## config.mk

```make
export PLATFORM = sky130hd
export DESIGN_NAME = ctrl_alu_unit
export DESIGN_NICKNAME = d
export VERILOG_FILES = /design/src/rtl/ctrl_alu_unit.sv
export SDC_FILE = /design/constraint.sdc
export NUM_CORES = 1
export LEC_CHECK = 0
export ABC_AREA = 1
export BUFFER_PORTS_ARGS = -buffer_cell sky130_fd_sc_hd__clkbuf_2
export CORE_MARGIN = 2
export CORE_UTILIZATION = 30
export DETAILED_ROUTE_END_ITERATION = 10
export PLACE_DENSITY = 0.5
export SLEW_MARGIN = 20
export SYNTH_ARGS = -nofsm -noshare
export SYNTH_HDL_FRONTEND = slang
export SYNTH_SLANG_ARGS = --single-unit
```

## constraint.sdc

```tcl
create_clock -name clock -period 7.8 [get_ports clock]
set_input_delay 0.39 -clock clock [delete_from_list [all_inputs] [get_ports clock]]
set_output_delay 0.39 -clock clock [all_outputs]
set_load 0.03 [all_outputs]
```

## src/rtl/ctrl_alu_unit.sv

```systemverilog
// ctrl_alu_unit
// Decode, hazard and execute-control block for a 5-stage MIPS-subset pipeline.
// Decodes the instruction sitting in ID, produces operand forwarding selects,
// load-use and self-modifying-code stalls, branch/jump redirects, holds the
// ID/EX control register and contains the EX-stage ALU.
//
// Ports:
//   clock, reset        pipeline clock, synchronous active-high reset
//   IDIR, IDEQU         ID instruction, rs==rt comparison from the datapath
//   IFPC, IDPC          PCs of the IF and ID instructions
//   MEDES, MWREG,       MEM-stage destination, write-enable and load flag
//   MM2REG
//   EXA, EXB            EX operands as muxed by the datapath
//   WREG..JAL, ALUC     decoded ID controls (combinational)
//   FWDA, FWDB          rs/rt forwarding selects
//   WPCIR               stall: hold PC and IF/ID
//   BRANCH              redirect PC to branch/jump target
//   SMC, SMC2           EX store overwrites the ID / IF instruction
//   EXALU               ALU result
//   EXDES, EWREG,       registered ID/EX controls
//   EM2REG, EWMEM,
//   EALUIMM, ESHIFT,
//   EALUC
module ctrl_alu_unit (
  input  logic        clock,
  input  logic        reset,
  input  logic [31:0] IDIR,
  input  logic        IDEQU,
  input  logic [31:0] IFPC,
  input  logic [31:0] IDPC,
  input  logic [4:0]  MEDES,
  input  logic        MWREG,
  input  logic        MM2REG,
  input  logic [31:0] EXA,
  input  logic [31:0] EXB,
  output logic        WREG,
  output logic        M2REG,
  output logic        WMEM,
  output logic        ALUIMM,
  output logic        SHIFT,
  output logic        SEXT,
  output logic        REGRT,
  output logic        JUMP,
  output logic        JR,
  output logic        JAL,
  output logic [3:0]  ALUC,
  output logic [1:0]  FWDA,
  output logic [1:0]  FWDB,
  output logic        WPCIR,
  output logic        BRANCH,
  output logic        SMC,
  output logic        SMC2,
  output logic [31:0] EXALU,
  output logic [4:0]  EXDES,
  output logic        EWREG,
  output logic        EM2REG,
  output logic        EWMEM,
  output logic        EALUIMM,
  output logic        ESHIFT,
  output logic [3:0]  EALUC
);

  typedef enum logic [3:0] {
    ALU_ADD = 4'd0,
    ALU_SUB = 4'd1,
    ALU_AND = 4'd2,
    ALU_OR  = 4'd3,
    ALU_XOR = 4'd4,
    ALU_LUI = 4'd5,
    ALU_SLL = 4'd6,
    ALU_SRL = 4'd7,
    ALU_SRA = 4'd8,
    ALU_SLT = 4'd9
  } aluOp_e;

  // Instruction fields
  logic [5:0] opcode;
  logic [5:0] funct;
  logic [4:0] rs;
  logic [4:0] rt;
  logic [4:0] rd;
  logic       unusedShamt;

  assign opcode      = IDIR[31:26];
  assign rs          = IDIR[25:21];
  assign rt          = IDIR[20:16];
  assign rd          = IDIR[15:11];
  assign funct       = IDIR[5:0];
  // shamt reaches the ALU through the datapath, not through this block
  assign unusedShamt = ^IDIR[10:6];

  // Decoded (unmasked) controls
  logic       wregRaw;
  logic       m2regDec;
  logic       wmemDec;
  logic       aluimmDec;
  logic       shiftDec;
  logic       sextDec;
  logic       regrtDec;
  logic       jumpDec;
  logic       jrDec;
  logic       jalDec;
  logic       isBeq;
  logic       isBne;
  logic       useRs;
  logic       useRt;
  aluOp_e     alucDec;
  logic [4:0] destReg;

  // Main decoder: every unsupported encoding falls through to the all-zero
  // defaults, which behaves as a NOP.
  always_comb begin
    wregRaw   = 1'b0;
    m2regDec  = 1'b0;
    wmemDec   = 1'b0;
    aluimmDec = 1'b0;
    shiftDec  = 1'b0;
    sextDec   = 1'b0;
    regrtDec  = 1'b0;
    jumpDec   = 1'b0;
    jrDec     = 1'b0;
    jalDec    = 1'b0;
    isBeq     = 1'b0;
    isBne     = 1'b0;
    useRs     = 1'b0;
    useRt     = 1'b0;
    alucDec   = ALU_ADD;
    case (opcode)
      6'h00: begin
        case (funct)
          6'h20: begin wregRaw = 1'b1; useRs = 1'b1; useRt = 1'b1; alucDec = ALU_ADD; end
          6'h22: begin wregRaw = 1'b1; useRs = 1'b1; useRt = 1'b1; alucDec = ALU_SUB; end
          6'h24: begin wregRaw = 1'b1; useRs = 1'b1; useRt = 1'b1; alucDec = ALU_AND; end
          6'h25: begin wregRaw = 1'b1; useRs = 1'b1; useRt = 1'b1; alucDec = ALU_OR;  end
          6'h26: begin wregRaw = 1'b1; useRs = 1'b1; useRt = 1'b1; alucDec = ALU_XOR; end
          6'h2A: begin wregRaw = 1'b1; useRs = 1'b1; useRt = 1'b1; alucDec = ALU_SLT; end
          // Shifts take shamt as A, so rs is not a source
          6'h00: begin wregRaw = 1'b1; shiftDec = 1'b1; useRt = 1'b1; alucDec = ALU_SLL; end
          6'h02: begin wregRaw = 1'b1; shiftDec = 1'b1; useRt = 1'b1; alucDec = ALU_SRL; end
          6'h03: begin wregRaw = 1'b1; shiftDec = 1'b1; useRt = 1'b1; alucDec = ALU_SRA; end
          6'h08: begin jrDec = 1'b1; useRs = 1'b1; useRt = 1'b1; end
          default: ;
        endcase
      end
      6'h08: begin wregRaw = 1'b1; aluimmDec = 1'b1; regrtDec = 1'b1; useRs = 1'b1; alucDec = ALU_ADD; end
      6'h0A: begin wregRaw = 1'b1; aluimmDec = 1'b1; regrtDec = 1'b1; useRs = 1'b1; alucDec = ALU_SLT; end
      // Logical immediates are zero-extended (SEXT high selects zero-extension)
      6'h0C: begin
        wregRaw = 1'b1; aluimmDec = 1'b1; regrtDec = 1'b1; useRs = 1'b1;
        sextDec = 1'b1; alucDec = ALU_AND;
      end
      6'h0D: begin
        wregRaw = 1'b1; aluimmDec = 1'b1; regrtDec = 1'b1; useRs = 1'b1;
        sextDec = 1'b1; alucDec = ALU_OR;
      end
      6'h0E: begin
        wregRaw = 1'b1; aluimmDec = 1'b1; regrtDec = 1'b1; useRs = 1'b1;
        sextDec = 1'b1; alucDec = ALU_XOR;
      end
      6'h0F: begin wregRaw = 1'b1; aluimmDec = 1'b1; regrtDec = 1'b1; alucDec = ALU_LUI; end
      6'h23: begin
        wregRaw = 1'b1; m2regDec = 1'b1; aluimmDec = 1'b1; regrtDec = 1'b1;
        useRs = 1'b1; alucDec = ALU_ADD;
      end
      6'h2B: begin wmemDec = 1'b1; aluimmDec = 1'b1; useRs = 1'b1; useRt = 1'b1; alucDec = ALU_ADD; end
      6'h04: begin isBeq = 1'b1; useRs = 1'b1; useRt = 1'b1; end
      6'h05: begin isBne = 1'b1; useRs = 1'b1; useRt = 1'b1; end
      6'h02: begin jumpDec = 1'b1; end
      // jal writes the return address via an add with B forced to 0 by the datapath
      6'h03: begin jumpDec = 1'b1; jalDec = 1'b1; wregRaw = 1'b1; alucDec = ALU_ADD; end
      default: ;
    endcase
  end

  assign destReg = jalDec ? 5'd31 : (regrtDec ? rt : rd);

  assign WREG   = wregRaw & (destReg != 5'd0);
  assign M2REG  = m2regDec;
  assign WMEM   = wmemDec;
  assign ALUIMM = aluimmDec;
  assign SHIFT  = shiftDec;
  assign SEXT   = sextDec;
  assign REGRT  = regrtDec;
  assign JUMP   = jumpDec;
  assign JR     = jrDec;
  assign JAL    = jalDec;
  assign ALUC   = alucDec;

  // Forwarding select for one source; the younger EX result wins over MEM.
  // A load in EX cannot forward, that case is handled by the stall instead.
  function automatic logic [1:0] fwdSel(
    input logic       used,
    input logic [4:0] src,
    input logic       exWreg,
    input logic       exM2reg,
    input logic [4:0] exDes,
    input logic       memWreg,
    input logic       memM2reg,
    input logic [4:0] memDes
  );
    logic [1:0] sel;
    sel = 2'b00;
    if (used && (src != 5'd0)) begin
      if (exWreg && !exM2reg && (exDes == src)) begin
        sel = 2'b01;
      end else if (memWreg && memM2reg && (memDes == src)) begin
        sel = 2'b11;
      end else if (memWreg && !memM2reg && (memDes == src)) begin
        sel = 2'b10;
      end
    end
    return sel;
  endfunction

  assign FWDA = fwdSel(useRs, rs, EWREG, EM2REG, EXDES, MWREG, MM2REG, MEDES);
  assign FWDB = fwdSel(useRt, rt, EWREG, EM2REG, EXDES, MWREG, MM2REG, MEDES);

  // Hazard detection: load-use and a store in EX hitting the ID instruction
  // both hold the front end; a store hitting IF is handled by the fetch path.
  logic loadUse;
  logic smcId;
  logic smcIf;

  always_comb begin
    loadUse = 1'b0;
    if (EWREG && EM2REG && (EXDES != 5'd0)) begin
      loadUse = (useRs && (EXDES == rs)) || (useRt && (EXDES == rt));
    end
  end

  assign smcId  = EWMEM & (EXALU == IDPC);
  assign smcIf  = EWMEM & (EXALU == IFPC);
  assign SMC    = smcId;
  assign SMC2   = smcIf;
  assign WPCIR  = loadUse | smcId;
  assign BRANCH = ~WPCIR & ((isBeq & IDEQU) | (isBne & ~IDEQU) | jumpDec | jrDec);

  // ID/EX control register next state: a stall turns the loaded
  // instruction into a bubble by killing its side effects.
  logic [4:0] exDes_d,   exDes_q;
  logic       ewreg_d,   ewreg_q;
  logic       em2reg_d,  em2reg_q;
  logic       ewmem_d,   ewmem_q;
  logic       ealuimm_d, ealuimm_q;
  logic       eshift_d,  eshift_q;
  logic [3:0] ealuc_d,   ealuc_q;

  always_comb begin
    exDes_d   = destReg;
    ewreg_d   = WREG & ~WPCIR;
    em2reg_d  = m2regDec & ~WPCIR;
    ewmem_d   = wmemDec & ~WPCIR;
    ealuimm_d = aluimmDec;
    eshift_d  = shiftDec;
    ealuc_d   = alucDec;
  end

  // ID/EX register loads every cycle, stall or not; reset discards it.
  always_ff @(posedge clock) begin
    if (reset) begin
      exDes_q   <= 5'd0;
      ewreg_q   <= 1'b0;
      em2reg_q  <= 1'b0;
      ewmem_q   <= 1'b0;
      ealuimm_q <= 1'b0;
      eshift_q  <= 1'b0;
      ealuc_q   <= 4'd0;
    end else begin
      exDes_q   <= exDes_d;
      ewreg_q   <= ewreg_d;
      em2reg_q  <= em2reg_d;
      ewmem_q   <= ewmem_d;
      ealuimm_q <= ealuimm_d;
      eshift_q  <= eshift_d;
      ealuc_q   <= ealuc_d;
    end
  end

  assign EXDES   = exDes_q;
  assign EWREG   = ewreg_q;
  assign EM2REG  = em2reg_q;
  assign EWMEM   = ewmem_q;
  assign EALUIMM = ealuimm_q;
  assign ESHIFT  = eshift_q;
  assign EALUC   = ealuc_q;

  // EX-stage ALU; unused op codes produce 0, arithmetic wraps silently.
  always_comb begin
    EXALU = 32'd0;
    case (ealuc_q)
      ALU_ADD: EXALU = EXA + EXB;
      ALU_SUB: EXALU = EXA - EXB;
      ALU_AND: EXALU = EXA & EXB;
      ALU_OR:  EXALU = EXA | EXB;
      ALU_XOR: EXALU = EXA ^ EXB;
      ALU_LUI: EXALU = {EXB[15:0], 16'h0000};
      ALU_SLL: EXALU = EXB << EXA[4:0];
      ALU_SRL: EXALU = EXB >> EXA[4:0];
      ALU_SRA: EXALU = $unsigned($signed(EXB) >>> EXA[4:0]);
      ALU_SLT: EXALU = {31'd0, ($signed(EXA) < $signed(EXB))};
      default: EXALU = 32'd0;
    endcase
  end

endmodule

```

==> results.toml, run 1 <==
[setup_path]
cp-start-kind = "input port"
worstPathMaxFanout = 36
crit_path_end_kind = "output port"
crit_cells = 26
crit_start = "EXA[0]"
worst-r2r-cell-count = 19
cp_common_cell = "nand2_1"
crit_family = "simple AND/OR/NAND/NOR gates"
reg2reg_from = "EALUC[0]"
path_buf_inv = 5
cp.arrival_ns = 5.03
slowest_delay_ns = 0.44
worst_ep_required_time_ns = 7.41
crit_type = "input port to output port"
cpMaxStageDelayCell = "fa_1"

[power_and_ir_drop]
swShare_pct = 64.8
powerDensity_nw_per_um2 = 87.6
leakagePower_nw = 8.78
ir_drop_v = 0.0000599
seq_power_share_pct = 6.0
p_switching_uw = 835
p_clk_share_pct = 8.4
internal_power_uw = 454
power_frac_comb_pct = 85.6

[cts]
cts_tree = "built"
clkLatencyLatePin_ns = 0.24
cts_root_buffer = "clkbuf_16"
cts-htree-levels = 1
cts_hold_buf = 0
cts_buffers = 3
ctsResizeCount = 0
path_clk_slew_ns = 0.05
cts_setup_buffers = 0
clock_path_buffers = 2
clkSinkCount = 14

[sta]
finalSetupTns_ns = 0
fin_crit_sh_pct = 69.5
max_slew_margin_pct = 42.8
post-route-min-period_ns = 5.42
setup_viol = 0
drv_slew = 0
tightest_slew_ns = 0.854
rsz0062_at_grt = "no"
clock.fmax_mhz = 184
skew_ns = 0.00190
hold_viol = 0
layout_setup_ws_ns = 2.38

[status]
status = "completed"

[die]
die_x_microns = 214
core_sq_um = 43300
initial_core_util_pct = 30.5
die_h_microns = 214
rows = 76
ios = 238
dieArea_sq_um = 45700

[detailed_routing]
antenna_left = 0
wl_per_cell_microns = 21.3
drc = 0
drt_wl_total_mm = 73.8
dr.pass1.iters = 6
drt_iter0_markers = 2191
viasPerCell = 5.42
via_count = 18800

[grt]
grt_max_degree = 75
gr-usage-all-layers_pct = 31.4
grt_pass1_wl_mm = 107
grt_overflow = 0
grt_antenna_before_repair = 0
grt_pass1_vias = 17000

[placed_design]
hpwl_mm = 62.7
portBuffers = 232
dp_slack_ns = 2.59
gp_congestion = 1.03

[synthesis]
synthFlopType = "dfxtp_1"
ys_seq_elements = 14
yosysSeqAreaShare_pct = 2.12
syn-instance-count = 2734
synth_area_sq_um = 13200
avgSynthCellArea_sq_um = 4.83
synth_edf_count = 0
yosys.cell_types.count = 55
syn_nets = 3005
ys_warn_count = 0
async_flop_share_pct = 0

[min_path]
hold_path_depth = 3
min_from = "IDIR[11]"
min_path_type = "input port to register"

[finish]
drive_gt1_share_pct = 10.5
diodes = 0
finalNetCount = 3152
synthToLayoutAreaGrowth_pct = 11.3

[flow_run]
maxCapViolations = 0
-- layout make-up --
class                      count  area [sq um]
inverter                     433          1630
multi-input combinational   2187         10700
sequential                    14           280
fill                        5183         28600
clock buffer                   4          88.8
tap                          585           732
timing repair buffer         242          1240
-- metrics by stage --
step / util [%] / cell area (sq um) / hold WS (ns) / instances / power (mW)
detailed placement: 33.8 / 14600 / 0.641 / 3461 / 1.15
global route: 34.0 / 14700 / 0.441 / 3465 / 1.39
finish: 34.0 / 14700 / 0.423 / 3465 / 1.29
floorplan: - / 13200 / 0.544 / 2734 / 0.781
global placement: 33.8 / 14600 / 0.636 / 3461 / 1.15
CTS: 34.0 / 14700 / 0.423 / 3465 / 1.27
-- state kept, by name (all words and copies together), names as in the netlist --
signal,cells
EXDES,5
EALUC,4
EWREG,1
EWMEM,1
EM2REG,1
ESHIFT,1
EALUIMM,1
-- worst paths after layout --
kind,slack (ns),end
worst max register to register,3.46,EWMEM
worst min-delay path,0.42,EXDES[0]
worst min register to register,0.66,EWREG
worst max-delay path,2.38,BRANCH
-- synthesized netlist by cell type, types with 9 or more instances --
| cell type | count | area (sq um) |
|---|---|---|
| nor2_2 | 9 | 56.3 |
| ha_1 | 99 | 1240 |
| nor2_1 | 234 | 878 |
| nor3_1 | 26 | 130 |
| clkbuf_1 | 14 | 52.6 |
| a21oi_1 | 80 | 400 |
| xnor2_1 | 10 | 87.6 |
| inv_1 | 421 | 1580 |
| nand2_1 | 1003 | 3760 |
| o21bai_1 | 9 | 67.6 |
| buf_4 | 13 | 97.6 |
| buf_6 | 9 | 101 |
| nand3_1 | 429 | 2150 |
| nand4_1 | 65 | 407 |
| inv_2 | 9 | 33.8 |
| nand2_2 | 10 | 62.6 |
| o22ai_1 | 36 | 225 |
| o21ai_1 | 9 | 45.0 |
| o21ai_0 | 59 | 295 |
| dfxtp_1 | 14 | 280 |
| nand3_2 | 10 | 100 |
| buf_2 | 56 | 280 |
| nand3b_1 | 10 | 75.1 |
| xor2_1 | 18 | 158 |
-- tightest hold or removal path, delay by kind of cell --
family,cells,cell delay (ns)
buffers and inverters,1,0.09
and+or+nand+nor,1,0.08
AOI/OAI and AO/OA,1,0.07
-- placed cells by master (no fill, tap or decap), types with 3 or more instances in the layout --
cell type  netlist  routed
o221ai_1         6       6
a211oi_1         4       4
ha_1            99      99
nor4_1           8       8
o2111ai_1        5       5
dfxtp_1         14      14
o211ai_1         6       6
and2_1           4       4
nor3_1          26      26
nand4_1         65      65
nand2_1       1003    1003
nor2_1         234     234
a31oi_1          4       4
nand3_1        429     429
xor2_1          18      18
clkbuf_2         0     232
nand3b_1        10      10
o21bai_1         9       9
a21oi_1         80      80
nor2_2           9       9
o22ai_1         36      36
inv_1          421     421
nand2_2         10      10
o21ai_0         59      59
nand3_2         10      10
inv_2            9       9
nor2_4           7       7
xnor2_1         10      10
clkbuf_16        0       3
o21ai_1          9       9
buf_4           13      10
or2_2            3       3
-- layer usage --
layer	track usage (%)	vias up	routed length, microns
li1	-	9022	-
met1	43.9	8630	32500
met2	48.3	980	31200
met3	3.38	144	6060
met4	14.3	0	4000
met5	0	-	0
-- cell families (layout without fill, tap and decap cells) --
group                    count (synthesis)  after routing  share of synthesized area (%)
buffers and inverters                  533            679                           16.6
flip-flops                              14             14                           2.12
adder cells (fa/ha/maj)                101            101                           9.68
XOR/XNOR                                28             28                           1.86
AO/OA/AOI/OAI                          230            230                           10.1
AND/OR/NAND/NOR                       1828           1828                           59.7
-- power groups by stage --
stage / clock [mW] / combinational [mW] / sequential, mW
floorplan: 0 / 0.698 / 0.0828
global placement: 0 / 1.07 / 0.0791
detailed placement: 0 / 1.07 / 0.0790
CTS: 0.110 / 1.08 / 0.0776
global route: 0.113 / 1.20 / 0.0780
finish: 0.108 / 1.10 / 0.0777
(Power assumes the default switching activity.)
==> inputs of run 2 (changes only) <==
ABC_AREA = 0   (was 1)
clock period = 5.2 ns   (was 7.8 ns; I/O delays follow)
==> run 2 against run 1 <==
  * First-iteration DRC count decreased by 18%
  * Global-route usage grew 1.7 points
  * Final area increased by 7.3%
  * Die area shrank 0.90%
  * Clock skew about the same
  * Cell count decreased by 23%
  * Routed wire length rose by 4.9%
  * Count of clock-buffer cells in the layout is 1 lower
  * Setup slack got worse by 2.2 ns
  * Non-clock buffer count grew 156
==> results.toml, run 2 <==
[min_path]
min_from = "IDIR[11]"
hold_path_depth = 3
min_delay_worst_endpoint = "EXDES[0]"
min_path_type = "input port to register"

[synthesis]
syn_nets = 2108
async_flop_share_pct = 0
yosys.cell_types.count = 100
yosysSeqAreaShare_pct = 2.14
synth_edf_count = 0
avgSynthCellArea_sq_um = 7.13
synth.largest_area_cell = "ha_1"
netlist_top_cells_count = "137 x nor2_1, 130 x nand2_1, 124 x a21oi_1"
synth_top_area_share_pct = 9.46
syn-instance-count = 1837
synth_most_common_cell = "nor2_1"
synthFlopType = "dfxtp_1"
synth_area_leaders = "ha_1 9.5%, mux4_2 6.2%, mux2i_1 5.8%, a21oi_1 4.7%, nor2_1 3.9%"
ys_warn_count = 0
synth_area_sq_um = 13100
ys_seq_elements = 14

[die]
ios = 238
dieArea_sq_um = 45300
initial_core_util_pct = 30.4
die_h_microns = 213
core_sq_um = 43100
die_x_microns = 213
rows = 76

[detailed_routing]
drt_wl_total_mm = 77.4
wl_per_cell_microns = 28.8
drc = 0
viasPerCell = 6.30
drt_iter0_markers = 1797
via_count = 16900
dr.pass1.iters = 6
antenna_left = 0

[sta]
skew_ns = 0.00158
hold_ws_ns = 0.337
setup_viol = 0
post-route-min-period_ns = 5.00
finalSetupTns_ns = 0
rsz0062_at_grt = "no"
max_slew_margin_pct = 37.5
drv_slew = 0
tightest_slew_ns = 0.927
fin_crit_sh_pct = 96.2
hold_viol = 0
clock.fmax_mhz = 200

[placed_design]
hpwl_mm = 64.2
gp_congestion = 1.05
portBuffers = 232

[cts]
cts_hold_buf = 0
cts-htree-levels = 1
clkLatencyLatePin_ns = 0.24
cts_root_buffer = "clkbuf_16"
cts_tree = "built"
cts_buffers = 3
clock_path_buffers = 2
clkSinkCount = 14
path_clk_slew_ns = 0.05

[status]
status = "completed"

[setup_path]
crit_path_end_kind = "output port"
worstPathMaxFanout = 5
rrSetupSlack_ns = 0.71
worst_ep_required_time_ns = 4.94
reg2reg_from = "EALUC[3]"
worst-r2r-cell-count = 14
cp.arrival_ns = 4.74
cp-start-kind = "input port"
crit_type = "input port to output port"
reg2reg_to = "EM2REG"

[flow_run]
maxCapViolations = 0

[finish]
final_common_cell = "clkbuf_2"
drive_gt1_share_pct = 25.6
utilization_pct = 36.6
mostFrequentLayoutCells = "231 x clkbuf_2, 164 x buf_4, 137 x nor2_1"
largest_reg_flops = 5
finalNetCount = 2369
synthToLayoutAreaGrowth_pct = 20.5

[grt]
grt_max_degree = 61
grt_overflow = 0
grt_pass1_wl_mm = 111
grt_antenna_before_repair = 1
grt_pass1_vias = 16200
gr-usage-all-layers_pct = 33.1

[power_and_ir_drop]
powerDensity_nw_per_um2 = 132
leakagePower_nw = 6.80
ir_drop_v = 0.0000825
run 2: cell count changes after synthesis, sizes merged, moves of 36 or more:
cell    previous run  this run
nand2           1015       130
nand3            439        51
inv              432       120
nor2             250       137
clkbuf            14        91
mux2i              0        76
mux2               0        46
a21oi             81       124
nand4             65        22
xnor2             10        49
mux4               0        36
run 2: repair_timing:
item | CTS | global route
resized for setup | 0 | 6
hold endpoints to repair | 0 | 0
endpoints found under the setup margin | 0 | 3
buffers inserted | 0 | 0
run 2: kinds of logic after synthesis:
logic type,synth area share [%]
compound gates,33.3
xor+xnor,5.35
fa+ha+maj,9.77
buf+inv,8.41
flops,2.14
mux,16.1
simple gates,24.9
run 2: where the power goes:
part	total [mW]	internal [mW]	switching, mW	leakage, nW
Sequential	0.117	0.111	0.00536	0.115
Combinational	1.82	0.662	1.16	6.64
Clock	0.142	0.100	0.0420	0.0370
run 2: area by class of cell:
| cell class | instances | area, sq um |
|---|---|---|
| Fill cell | 4693 | 27300 |
| Multi-Input combinational cell | 1560 | 11800 |
| Timing Repair Buffer | 398 | 2450 |
| Tap cell | 585 | 732 |
| Inverter | 121 | 454 |
| Sequential cell | 14 | 282 |
| Clock buffer | 3 | 75.1 |
| Antenna cell | 2 | 5.00 |
run 2: worst max-delay path by stage:
stage	cells past startpoint	start	slack [ns]	end
3_5_place_dp	16	EXA[0]	0.20	SMC2
5_1_grt	14	EALUC[3]	0.02	WPCIR
2_1_floorplan	17	EXA[2]	0.19	SMC2
6_report	16	EXB[4]	0.20	WPCIR
3_3_place_gp	13	EXA[1]	0.13	SMC2
4_1_cts	16	EXA[0]	0.17	SMC2
run 2: metrics by stage:
stage | power, mW | instances | area [sq um] | setup WS [ns]
final | 2.08 | 2683 | 15800 | 0.198
after global routing | 2.20 | 2681 | 15800 | 0.0169
after CTS | 2.04 | 2681 | 15700 | 0.171
after detailed placement | 1.89 | 2678 | 15700 | 0.199
after global placement | 1.89 | 2678 | 15700 | 0.133
after floorplan | 1.22 | 1837 | 13100 | 0.195
run 2: critical path: stages:
cell,delay (ns)
clkbuf_2,0.18
inv_1,0.10
ha_1,0.39
inv_1,0.08
a221oi_1,0.51
a21oi_1,0.22
o211ai_1,0.58
a31oi_1,0.21
a311oi_1,0.46
mux2i_1,0.15
or4_1,0.52
a211oi_1,0.27
buf_4,0.16
and4_4,0.32
or2_1,0.12
clkbuf_2,0.19
run 2: routing by layer:
layer / share of wire, % / wire length [microns] / global-route usage (%) / up-vias
met5: 0 / 0 / 0 / -
met3: 7.7 / 6000 / 3.82 / 167
met4: 4.9 / 3790 / 14.5 / 0
li1: - / - / - / 7554
met2: 45 / 34600 / 53.2 / 959
met1: 43 / 33000 / 44.5 / 8236
==> inputs of run 3 (changes only) <==
clock period = 6.3 ns   (was 5.2 ns; I/O delays follow)
==> run 3 against run 2 <==
  * First-iteration DRC count is 5.6% lower
  * Via count is 1.7% lower
  * Total power is 21% lower
  * Global-route usage is 1.6 points lower
  * Clock power is 14% lower
  * Routed wire length is 4.1% lower
  * Worst hold slack better by 0.041 ns
  * Sequential share of layout area is 0.098 points higher
  * Register-to-register slack better by 0.62 ns
  * Flip-flop and latch count stayed put
  * Core utilization is 1.9 points lower
  * Combinational power is 21% lower
  * Critical path type is now register to output port
==> results.toml, run 3 (synthesized netlist as in run 2, its figures left out) <==
[sta]
post-route-min-period_ns = 5.67
hold_viol = 0
hold_ws_ns = 0.378
drv_slew = 0
rsz0062_at_grt = "no"
max_slew_margin_pct = 27.9
setup_viol = 0
clock.fmax_mhz = 176
finalSetupTns_ns = 0
skew_ns = 0.00511
fin_crit_sh_pct = 90.0
tightest_slew_ns = 1.05

[die]
initial_core_util_pct = 30.4
core_sq_um = 43100
ios = 238
dieArea_sq_um = 45300
rows = 76
die_x_microns = 213
die_h_microns = 213

[setup_path]
path_buf_inv = 4
rrSetupSlack_ns = 1.33
reg2reg_from = "EALUC[0]"
cp.arrival_ns = 5.36
crit_path_end_kind = "output port"
crit_cells = 13
worst-r2r-cell-count = 12
crit_start = "EALUC[0]"
cpMaxStageDelayCell = "dfxtp_2"
cp_common_cell = "buf_4"
crit_type = "register to output port"
worst_ep_required_time_ns = 5.98
cp-start-kind = "register"
slowest_delay_ns = 0.68
worstPathMaxFanout = 29
crit_family = "simple AND/OR/NAND/NOR gates"
path_cells = "buf_4, nor4bb_1, buf_4, nand2_1, o22ai_1, nand2b_1, a221oi_1, inv_1, or4_1, a211oi_1, and4_4, or2_1, clkbuf_2"

[detailed_routing]
dr.pass1.iters = 6
drt_iter0_markers = 1697
drc = 0
wl_met1_mm = 31.7
top_layer = "met5"
antenna_left = 0
wl_met3_mm = 6.40
wl_met2_mm = 33.3
viasPerCell = 6.45
via_count = 16600
wl_per_cell_microns = 28.8
drt_wl_total_mm = 74.2

[placed_design]
hpwl_mm = 60.0
portBuffers = 232
placed_area_sq_um = 14900
gp_congestion = 1.02

[flow_run]
maxCapViolations = 0

[finish]
fillers = 4716
final_common_cell = "clkbuf_2"
mostFrequentLayoutCells = "231 x clkbuf_2, 137 x nor2_1, 130 x nand2_1"
finalNetCount = 2265
diodes = 0
drive_gt1_share_pct = 21.5
synthToLayoutAreaGrowth_pct = 14.2
final_area_sq_um = 15000
largest_reg_flops = 5

[power_and_ir_drop]
ir_drop_v = 0.0000773
powerDensity_nw_per_um2 = 110
leakagePower_nw = 6.28
finalPower_mw = 1.64

[cts]
ctsResizeCount = 0
path_clk_slew_ns = 0.05
cts_hold_buf = 0
clkSinkCount = 14
clkLatencyLatePin_ns = 0.25
cts_buffers = 3
cts-htree-levels = 1
cts_setup_buffers = 0
cts_tree = "built"
clock_path_buffers = 2
cts_root_buffer = "clkbuf_16"

[grt]
grt_max_degree = 88
grt_overflow = 0
grt_pass1_vias = 15500
grt_pass1_wl_mm = 106
grt_antenna_before_repair = 4
gr-usage-all-layers_pct = 31.5

[min_path]
hold_path_depth = 3
min_path_type = "input port to register"
min_from = "IDIR[14]"

[status]
status = "completed"
-- run 3: cell count changes in the layout (fill, tap and decap cells not counted), moves of 2 or more --
| cell | before | now |
|---|---|---|
| nor4_2 | 3 | 1 |
| nor4_1 | 29 | 31 |
| a2111oi_0 | 6 | 8 |
| buf_4 | 164 | 60 |
| diode_2 | 2 | 0 |
| a2111oi_1 | 2 | 0 |
-- run 3: worst reg2reg max path, cell delays in order (launching register included) --
cell      delay, ns
dfxtp_2        0.68
buf_4          0.39
nor4bb_1       0.11
buf_4          0.20
nand2_1        0.60
o22ai_1        0.33
nand2b_1       0.27
a221oi_1       0.68
inv_1          0.18
or4_1          0.46
a211oi_1       0.43
and4_4         0.42
nor4b_2        0.08
-- run 3: power breakdown --
group	internal (mW)	total (mW)	switching, mW	leakage (nW)
logic	0.493	1.43	0.932	6.13
clock network	0.0832	0.122	0.0384	0.0370
registers	0.0917	0.0966	0.00482	0.115
-- run 3: area by class of cell --
cell class              count  area [sq um]  share of cell area (%)
multi-input cells        1560         11700                    78.5
flip-flops and latches     14           282                    1.88
inverters                 121           454                    3.04
repair buffers            294          1670                    11.1
well taps                 585           732                    4.89
clock buffers               3          75.1                   0.502
-- run 3: worst paths after layout --
path                   end
setup / recovery     WPCIR
hold / removal    EXDES[3]
setup reg to reg     EWREG
hold reg to reg      EWMEM
-- run 3: per-stage QoR --
stage | util (%) | cells | setup slack (ns)
3_5_place_dp | 34.5 | 2574 | 0.954
4_1_cts | 34.7 | 2577 | 0.792
6_report | 34.7 | 2577 | 0.629
3_3_place_gp | 34.5 | 2574 | 0.981
5_1_grt | 34.7 | 2577 | 0.498
2_1_floorplan | - | 1837 | 0.869
-- run 3: per-layer routing --
| layer | up-vias | GRT usage (%) |
|---|---|---|
| li1 | 7340 | - |
| met1 | 8166 | 43.2 |
| met2 | 967 | 51.0 |
| met3 | 153 | 3.90 |
| met4 | 2 | 10.7 |
| met5 | - | 0 |
